**config.mk**
```make
export PLATFORM = sky130hd
export DESIGN_NAME = lcd_ctrl
export DESIGN_NICKNAME = d
export VERILOG_FILES = /design/src/rtl/lcd_ctrl.sv
export SDC_FILE = /design/constraint.sdc
export NUM_CORES = 1
export LEC_CHECK = 0
export BUFFER_PORTS_ARGS = -buffer_cell sky130_fd_sc_hd__buf_2
export CAP_MARGIN = 20
export CORE_MARGIN = 10
export CORE_UTILIZATION = 55
export CTS_BUF_LIST = sky130_fd_sc_hd__clkbuf_4
export DETAILED_ROUTE_END_ITERATION = 6
export PLACE_DENSITY = 0.74
export SYNTH_ARGS = -nofsm -noshare
export SYNTH_HDL_FRONTEND = slang
export SYNTH_SLANG_ARGS = --single-unit
export TNS_END_PERCENT = 100
```
**constraint.sdc**
```tcl
create_clock -name i_clk -period 2.6 [get_ports i_clk]
set_input_delay 0.65 -clock i_clk [delete_from_list [all_inputs] [get_ports i_clk]]
set_output_delay 0.65 -clock i_clk [all_outputs]
set_load 0.05 [all_outputs]
```
**src/rtl/lcd_ctrl.sv**
```systemverilog
// HD44780 write-only controller: buffers command/data bytes from the core in a small FIFO,
// runs the power-up init sequence, then replays each byte with setup/EN/hold/execution timing.
module lcd_ctrl #(
    parameter int FIFO_DEPTH    = 4,
    parameter int SETUP_CYC     = 2,
    parameter int EN_CYC        = 12,
    parameter int HOLD_CYC      = 2,
    parameter int CMD_WAIT_CYC  = 2000,
    parameter int CLR_WAIT_CYC  = 82000,
    parameter int INIT_WAIT_CYC = 750000
) (
    input  logic       i_clk,
    input  logic       i_rst_n,
    input  logic       i_vld,
    input  logic       i_rs,
    input  logic [7:0] i_data,
    output logic       o_rdy,
    output logic       o_busy,
    output logic       o_init_done,
    output logic       o_lcd_on,
    output logic       o_lcd_en,
    output logic       o_lcd_rs,
    output logic       o_lcd_rw,
    output logic [7:0] o_lcd_data
);

    function automatic int max2(input int a, input int b);
        return (a > b) ? a : b;
    endfunction

    localparam int MAX_CYC  = max2(max2(max2(SETUP_CYC, EN_CYC), max2(HOLD_CYC, CMD_WAIT_CYC)),
                                   max2(CLR_WAIT_CYC, INIT_WAIT_CYC));
    localparam int CNT_W    = $clog2(MAX_CYC) + 1;
    localparam int PTR_W    = $clog2(FIFO_DEPTH);
    localparam int INIT_LEN = 6;

    typedef logic [CNT_W-1:0] cnt_t;
    localparam cnt_t SETUP_LD = cnt_t'(SETUP_CYC - 1);
    localparam cnt_t EN_LD    = cnt_t'(EN_CYC - 1);
    localparam cnt_t HOLD_LD  = cnt_t'(HOLD_CYC - 1);
    localparam cnt_t CMD_LD   = cnt_t'(CMD_WAIT_CYC - 1);
    localparam cnt_t CLR_LD   = cnt_t'(CLR_WAIT_CYC - 1);
    localparam cnt_t INIT_LD  = cnt_t'(INIT_WAIT_CYC - 1);

    typedef enum logic [2:0] {
        ST_PWR_WAIT,
        ST_LOAD,
        ST_SETUP,
        ST_EN_HI,
        ST_HOLD,
        ST_WAIT,
        ST_IDLE
    } state_t;

    // 8-bit interface, 2 lines, display on, clear, entry mode increment.
    function automatic logic [7:0] init_byte(input logic [2:0] idx);
        case (idx)
            3'd0, 3'd1, 3'd2: return 8'h38;
            3'd3:             return 8'h0C;
            3'd4:             return 8'h01;
            3'd5:             return 8'h06;
            default:          return 8'h00;
        endcase
    endfunction

    // FIFO storage and pointers
    logic [8:0]       mem_q [FIFO_DEPTH];
    logic [PTR_W-1:0] wr_ptr_q, wr_ptr_d;
    logic [PTR_W-1:0] rd_ptr_q, rd_ptr_d;
    logic [PTR_W:0]   count_q, count_d;
    logic             full, empty, push, pop;
    logic [8:0]       head;

    // Sequencer state and registered LCD outputs
    state_t     state_q, state_d;
    cnt_t       cnt_q, cnt_d;
    logic [2:0] init_idx_q, init_idx_d;
    logic       init_done_q, init_done_d;
    logic       lcd_on_q, lcd_on_d;
    logic       lcd_en_q, lcd_en_d;
    logic       lcd_rs_q, lcd_rs_d;
    logic [7:0] lcd_data_q, lcd_data_d;
    logic       is_clr;

    assign full  = (count_q == (PTR_W + 1)'(FIFO_DEPTH));
    assign empty = (count_q == '0);
    assign push  = i_vld && !full;
    assign pop   = (state_q == ST_LOAD) && init_done_q;
    assign head  = mem_q[rd_ptr_q];

    always_comb begin
        // NOTE: every comb output gets a default first so no path can infer a latch.
        wr_ptr_d = wr_ptr_q;
        rd_ptr_d = rd_ptr_q;
        count_d  = count_q;
        if (push) wr_ptr_d = wr_ptr_q + 1'b1;
        if (pop)  rd_ptr_d = rd_ptr_q + 1'b1;
        case ({push, pop})
            2'b10:   count_d = count_q + 1'b1;
            2'b01:   count_d = count_q - 1'b1;
            default: count_d = count_q;
        endcase
    end

    // NOTE: the storage array carries no reset; the pointers and count define validity.
    always_ff @(posedge i_clk) begin
        if (push) mem_q[wr_ptr_q] <= {i_rs, i_data};
    end

    // Clear and return-home need the long execution wait.
    assign is_clr = !lcd_rs_q && (lcd_data_q >= 8'h01) && (lcd_data_q <= 8'h03);

    always_comb begin
        state_d     = state_q;
        cnt_d       = cnt_q;
        init_idx_d  = init_idx_q;
        init_done_d = init_done_q;
        lcd_on_d    = 1'b1;
        lcd_rs_d    = lcd_rs_q;
        lcd_data_d  = lcd_data_q;

        case (state_q)
            ST_PWR_WAIT: begin
                // lcd_on_q low marks the first cycle out of reset, where the wait is armed.
                if (!lcd_on_q)          cnt_d = INIT_LD;
                else if (cnt_q == '0)   state_d = ST_LOAD;
                else                    cnt_d = cnt_q - 1'b1;
            end
            ST_LOAD: begin
                if (!init_done_q) begin
                    lcd_rs_d   = 1'b0;
                    lcd_data_d = init_byte(init_idx_q);
                    init_idx_d = init_idx_q + 1'b1;
                end else begin
                    lcd_rs_d   = head[8];
                    lcd_data_d = head[7:0];
                end
                state_d = ST_SETUP;
                cnt_d   = SETUP_LD;
            end
            ST_SETUP: begin
                if (cnt_q == '0) begin
                    state_d = ST_EN_HI;
                    cnt_d   = EN_LD;
                end else begin
                    cnt_d = cnt_q - 1'b1;
                end
            end
            ST_EN_HI: begin
                if (cnt_q == '0) begin
                    state_d = ST_HOLD;
                    cnt_d   = HOLD_LD;
                end else begin
                    cnt_d = cnt_q - 1'b1;
                end
            end
            ST_HOLD: begin
                if (cnt_q == '0) begin
                    state_d = ST_WAIT;
                    cnt_d   = is_clr ? CLR_LD : CMD_LD;
                end else begin
                    cnt_d = cnt_q - 1'b1;
                end
            end
            ST_WAIT: begin
                if (cnt_q != '0) begin
                    cnt_d = cnt_q - 1'b1;
                end else if (!init_done_q) begin
                    if (init_idx_q == 3'(INIT_LEN)) begin
                        init_done_d = 1'b1;
                        state_d     = ST_IDLE;
                    end else begin
                        state_d = ST_LOAD;
                    end
                end else begin
                    state_d = empty ? ST_IDLE : ST_LOAD;
                end
            end
            ST_IDLE: begin
                if (!empty) state_d = ST_LOAD;
            end
            default: state_d = ST_PWR_WAIT;
        endcase

        lcd_en_d = (state_d == ST_EN_HI);
    end

    // NOTE: sequential state uses non-blocking assignments so all flops update together.
    always_ff @(posedge i_clk or negedge i_rst_n) begin
        if (!i_rst_n) begin
            wr_ptr_q    <= '0;
            rd_ptr_q    <= '0;
            count_q     <= '0;
            state_q     <= ST_PWR_WAIT;
            cnt_q       <= '0;
            init_idx_q  <= '0;
            init_done_q <= 1'b0;
            lcd_on_q    <= 1'b0;
            lcd_en_q    <= 1'b0;
            lcd_rs_q    <= 1'b0;
            lcd_data_q  <= '0;
        end else begin
            wr_ptr_q    <= wr_ptr_d;
            rd_ptr_q    <= rd_ptr_d;
            count_q     <= count_d;
            state_q     <= state_d;
            cnt_q       <= cnt_d;
            init_idx_q  <= init_idx_d;
            init_done_q <= init_done_d;
            lcd_on_q    <= lcd_on_d;
            lcd_en_q    <= lcd_en_d;
            lcd_rs_q    <= lcd_rs_d;
            lcd_data_q  <= lcd_data_d;
        end
    end

    assign o_rdy       = !full;
    assign o_busy      = !empty || (state_q != ST_IDLE);
    assign o_init_done = init_done_q;
    assign o_lcd_on    = lcd_on_q;
    assign o_lcd_en    = lcd_en_q;
    assign o_lcd_rs    = lcd_rs_q;
    assign o_lcd_rw    = 1'b0;
    assign o_lcd_data  = lcd_data_q;

endmodule

```
# Yosys cells after proc, flatten, opt, wreduce, memory -nomap -nowiden
# Memory sizes are Yosys's and may differ from the RTL's.
# Index checks and enable logic that the tools add are counted.
# word_totals
register_bits	46
ram_bits	36
input_bits	12
word_cells	87
n_memories	1
# op_classes
n_addsub	6
n_lt_le_gt_ge	2
eq_ne	19
muxes	27
bitwise_logic	2
n_reduce_logical	19
# memory_table
memory	depth	width	read_ports	rd_ports_with_merged_regs	wr	line_no	source
mem_q	4	9	1	0	1	67	logic [8:0] mem_q [FIFO_DEPTH];
# ops
op	count
$mux W21	6
$pmux W21 S6	1
$mux W3	10
$pmux W6 S4	1
$eq A3 B3 Y1 const B	7
$logic_not A21 Y1	1
$pmux W3 S7	1
$reduce_bool A21 Y1	1
$sub A21 B1 Y21 const B	1
$mux W17	1
$eq A3 B2 Y1 const B	5
$logic_not A3 Y1	3
$ge A8 B1 Y1 const B	1
$le A8 B2 Y1 const B	1
$mux W8	1
$add A3 B1 Y3 const B	2
$eq A3 B1 Y1 const B	2
$ne A3 B3 Y1 const B	2
$pmux W3 S2	1
$reduce_bool A6 Y1	1
$mux W1	5
$add A2 B1 Y2 const B	2
$logic_and A1 B1 Y1	4
$reduce_and A2 Y1	2
other kinds (10)	13

# Logic depth before layout (Yosys ltp)
# depth
depth_word	6
ltp_mapped	10

# Least setup slack after synthesis
# Ideal clock, no wire load.
# synth_timing
path_type	register -> register
start	register state_q[2]
end	register count_q[2]
t_arrival_ps	2530
required_time_ps	2521
slack_ps	-10
path_stages_with_launch	11
n_path_buf	2
synth_period_minus_slack_ps	2610
path_cell_list	dfrtp_1 -> clkbuf_1 -> or3b_2 -> clkbuf_1 -> nor2_1 -> ha_1 -> inv_1 -> fa_1 -> xor2_1 -> nor2_1 -> xor2_1
# synth_via
elab_chain_cells	4
elab_cells_between_ends	6
classes_between	3 x eq/ne; 1 x mux; 2 x reduce/logical
# synth_rtl
element	line_no	source
start: declaration	75	state_t state_q, state_d;
start signal: assignment	206	state_q <= state_d;
$eq A3 B1 Y1 *	88	assign pop = (state_q == ST_LOAD) && init_done_q;
$logic_and A1 B1 Y1 *	88	
net pop	71	logic full, empty, push, pop;
$eq A2 B1 Y1 or $eq A2 B2 Y1 (tied branches)	98	case ({push, pop})
$pmux W3 S2 or $reduce_bool A2 Y1 (tied branches)	--	
end signal: assignment	205	count_q <= count_d;
end: declaration	70	logic [PTR_W:0] count_q, count_d;
# The timed path passes the listed nets; every way through them passes the cells marked *.
# A chain may end at the register's enable or synchronous reset.

# Worst setup path in the final report
# layout_timing
start	register cnt_q[0]
end	register cnt_q[7]
# layout_via
elab_chain_cells	4
elab_cells_between_ends	13
classes_between	1 x add/sub; 2 x eq/ne; 7 x mux; 3 x reduce/logical
# layout_rtl
element	line_no	source
start: declaration	76	cnt_t cnt_q, cnt_d;
start signal: assignment	207	cnt_q <= cnt_d;
$sub A21 B1 Y21	--	
$mux W21	126	else if (cnt_q == '0) state_d = ST_LOAD;
$mux W21	125	if (!lcd_on_q) cnt_d = INIT_LD;
$pmux W21 S6	122	case (state_q)
# Several ways; a longest one is shown, not always the timed one. The select of a mux whose other input is x is not followed.

==> results by group <==
CTS
  • Clock latency reported for the late side of the worst-skew pair: 440 ps
  • Level count of the clock H-tree: 3
  • Register clock-pin slew on the reported worst setup and hold paths: 150 ps
  • Number of buffers on the longest clock path: 2
  • Sink Count: 82
  • Buffer cell driving the clock tree root: sky130_fd_sc_hd__clkbuf_4
  • Hold bufs inserted after CTS: 0
  • CTS tree: yes
  • Num CTS Buffers: 9

Worst hold path
  • Hold/Removal Path Class: input pin to asynchronous set/reset pin

Global routing
  • Vias in the first global route: 3389
  • Initial antenna violation count: 0
  • Wire length of the first global-routing pass: 17200 µm
  • All-Layer GR Usage: 0.181
  • Maximum number of pins on one net before global-route repair: 47
  • Leftover overflow at the end of global routing: 0

Route
  • First-pass DRT Iterations: 5
  • Count of vias placed by the detailed router: 3461
  • Post-route DRC violation count: 0
  • Number of violations reported at the end of detailed-routing iteration 0: 312
  • Post-route antenna net violation count: 0
  • Avg Vias per Cell: 6.36
  • Post-Route WL: 10500 µm
  • Wire length per cell: 19.4 µm

Critical path
  • Number of buffer and inverter instances along the worst setup path: 1
  • Worst setup path class: flip-flop to flip-flop
  • Slowest stage cell on the critical path: sky130_fd_sc_hd__and4_2
  • Cell family contributing the most delay on the critical path: simple AND/OR/NAND/NOR gates
  • CP required: 2960 ps
  • Arr. time, crit path: 2810 ps
  • Worst path cell trace: inv_1, ha_1, nor4b_1, and4_2, nand4_1, o2bb2ai_1, a211oi_1
  • CP max FO: 13
  • Critical Path Max Stage Delay: 500 ps
  • Worst setup EP type: flip-flop
  • Worst setup SP type: flip-flop

Synthesis
  • Number of warnings printed during yosys synthesis: 0
  • Post-synthesis instance total: 398
  • Yosys cell types: 74
  • Proportion of synthesized flip-flops having asynchronous set or reset: 0.561
  • EDFF count, synth: 36
  • Area share of the largest cell type after synthesis: 0.261
  • Most instantiated flip-flop cell in the synthesis netlist: sky130_fd_sc_hd__dfrtp_1
  • Average size of a mapped cell: 11.1 µm²
  • Number of nets in the synthesized netlist: 424
  • Post-synthesis register bit count: 82
  • Area of the mapped netlist: 4410 µm²
  • Sequential cell area fraction in the yosys report: 0.507
  • Synth area leaders: sky130_fd_sc_hd__dfrtp_1 26%, sky130_fd_sc_hd__edfxtp_1 25%, sky130_fd_sc_hd__mux4_2 4.6%, sky130_fd_sc_hd__ha_1 3.7%, sky130_fd_sc_hd__nand2_1 2.6%
  • Biggest area consumer among synthesized cells: sky130_fd_sc_hd__dfrtp_1

Die
  • Die Y: 110 µm
  • Full die area: 12000 µm²
  • Width of the chip: 110 µm
  • I/O pins: 27
  • Core Area: 7770 µm²
  • Effective utilization at floorplan: 0.567
  • Rows: 32

STA
  • Final Hold Viols: 0
  • Max_slew headroom: 0.538
  • Final worst-path cycle share: 0.939
  • Final count of negative-setup-slack endpoints: 0
  • Max-slew violation count: 0
  • Tmin final: 2440 ps
  • Worst Tran Pin Value: 690 ps
  • Unrepaired setup endpoints after global routing: true
  • Worst setup skew after layout: 8.63 ps
  • Achievable Freq: 410 MHz
  • Total Negative Setup Slacks: 0 ps

Finish
  • Fin nets: 463
  • Share of the core filled with cells in the final layout: 0.632
  • Share of final-layout standard cells stronger than drive strength 1: 0.224
  • Diodes inserted: 0
  • Area added between synthesis and finish: 11.5%

Placed design
  • Sum of net half-perimeters after detailed placement: 7430 µm
  • Count of buffers inserted at the top-level ports: 25
  • Global placer's final weighted congestion: 0.921

Power and ir drop
  • Combinational cell fraction of total power: 0.212
  • Clk pwr share: 0.264
  • Pint: 2.13 mW
  • Static leakage power: 1.98 nW
  • Net load switching power: 1.06 mW
  • Switching portion of total power: 0.331
  • Peak VDD IR: 0.644 mV
  • Power per unit of standard cell area: 649 nW/µm²
  • Sequential group share of total power: 0.525

Run
  • Max_cap viols: 0

Outcome
  • Outcome: complete, no violations
-- routing by layer --
metal  global-route usage  up-vias  share of wire
met5                    0        -              0
met4               0.0623        0          0.015
met3               0.0263       13          0.074
met2                0.293      143           0.48
met1                0.243     1700           0.43
li1                     -     1605              -
-- synthesized netlist by cell type (5+ instances only) --
| cell | n |
|---|---|
| sky130_fd_sc_hd__nor3_1 | 18 |
| sky130_fd_sc_hd__and3_1 | 7 |
| sky130_fd_sc_hd__ha_1 | 13 |
| sky130_fd_sc_hd__clkbuf_1 | 11 |
| sky130_fd_sc_hd__mux4_2 | 9 |
| sky130_fd_sc_hd__nand3_1 | 13 |
| sky130_fd_sc_hd__or3_1 | 5 |
| sky130_fd_sc_hd__edfxtp_1 | 36 |
| sky130_fd_sc_hd__nand4_1 | 9 |
| sky130_fd_sc_hd__inv_1 | 19 |
| sky130_fd_sc_hd__a31oi_1 | 14 |
| sky130_fd_sc_hd__o22ai_1 | 6 |
| sky130_fd_sc_hd__o31ai_1 | 7 |
| sky130_fd_sc_hd__dfrtp_1 | 46 |
| sky130_fd_sc_hd__nand2_1 | 30 |
| sky130_fd_sc_hd__nor2_1 | 20 |
| sky130_fd_sc_hd__a21oi_1 | 16 |
| sky130_fd_sc_hd__o21ai_0 | 20 |
-- layout make-up --
type	count	area [µm²]
clock buffer	9	67.6
tap	102	128
fill	611	2860
sequential	82	2230
timing repair buffer	48	298
inverter	19	71.3
multi-input combinational	277	2020
clock inverter	7	92.6
-- state kept, by name, indices dropped and copies added, names as in the netlist --
| name | flops |
|---|---|
| o_init_done | 1 |
| wr_ptr_q | 2 |
| o_lcd_rs | 1 |
| count_q | 3 |
| state_q | 3 |
| o_lcd_en | 1 |
| o_lcd_data | 8 |
| o_lcd_on | 1 |
| mem_q | 36 |
| cnt_q | 21 |
| rd_ptr_q | 2 |
| init_idx_q | 3 |
-- final timing paths --
kind                            depth (start not counted)  startpoint             to  slack, ps
worst min register to register                          1  count_q[0]     count_q[0]        520
min in group i_clk                                      1        i_rs    mem_q[3][8]        400
worst max-delay path                                    7    cnt_q[0]       cnt_q[7]        160
max in group asynchronous                               2     i_rst_n  o_lcd_data[5]       1910
worst min-delay path                                    2     i_rst_n  o_lcd_data[2]        270
worst max register to register                          7    cnt_q[0]       cnt_q[7]        160
-- stage by stage --
stage	area (µm²)	std cells	worst slack, ps	hold slack (ps)	power, mW
CTS	4880	543	157	290	3.20
floorplan	4410	398	109	354	2.13
detailed placement	4720	527	196	495	2.37
finish	4910	544	159	273	3.19
global placement	4720	527	248	479	2.33
global route	4910	544	-31.4	328	3.35
-- placed cells by master (no fill, tap or decap), drive strengths merged, types with 4 or more instances in the layout --
cell type / instances
buf: 48
a31oi: 16
o31a: 4
or3: 6
nor3b: 4
mux2i: 4
edfxtp: 36
o21ai: 20
nor3: 18
dfrtp: 46
inv: 24
mux4: 9
nand4: 10
xnor2: 4
clkbuf: 9
o22ai: 6
xor2: 4
o31ai: 7
o211ai: 4
and3: 7
ha: 13
nor4: 6
nor2: 22
nand2: 31
a21oi: 16
nand3: 13
-- power by group through the flow --
stage          combinational, mW  sequential [mW]  clock [mW]
2_1_floorplan              0.456             1.68           0
3_3_place_gp               0.644             1.69           0
3_5_place_dp               0.673             1.70           0
4_1_cts                    0.675             1.67       0.851
5_1_grt                    0.753             1.70       0.899
6_report                   0.675             1.67       0.840
-- worst reg2reg max path, cell delays in order (launching register included) --
cell and delay (ps):
sky130_fd_sc_hd__dfrtp_1 450, sky130_fd_sc_hd__inv_1 150, sky130_fd_sc_hd__ha_1 160, sky130_fd_sc_hd__nor4b_1 360, sky130_fd_sc_hd__and4_2 500, sky130_fd_sc_hd__nand4_1 300, sky130_fd_sc_hd__o2bb2ai_1 230, sky130_fd_sc_hd__a211oi_1 220
-- cell families after synthesis --
group	Yosys count	share of synthesized area
and+or+nand+nor	135	0.166
AOI/OAI and AO/OA	103	0.170
DFF	82	0.507
buffers and inverters	40	0.0409
adders and majority gates	14	0.0415
muxes	14	0.0577
xor gates and xnor gates	8	0.0159
other	2	0.00170
-- what timing repair did --
item	in CTS	in global routing
buffers inserted	0	0
setup endpoints to repair	0	7
endpoints found under the hold margin	0	0
resized for setup	0	2
No activity file was read; power rests on OpenSTA's default activity.
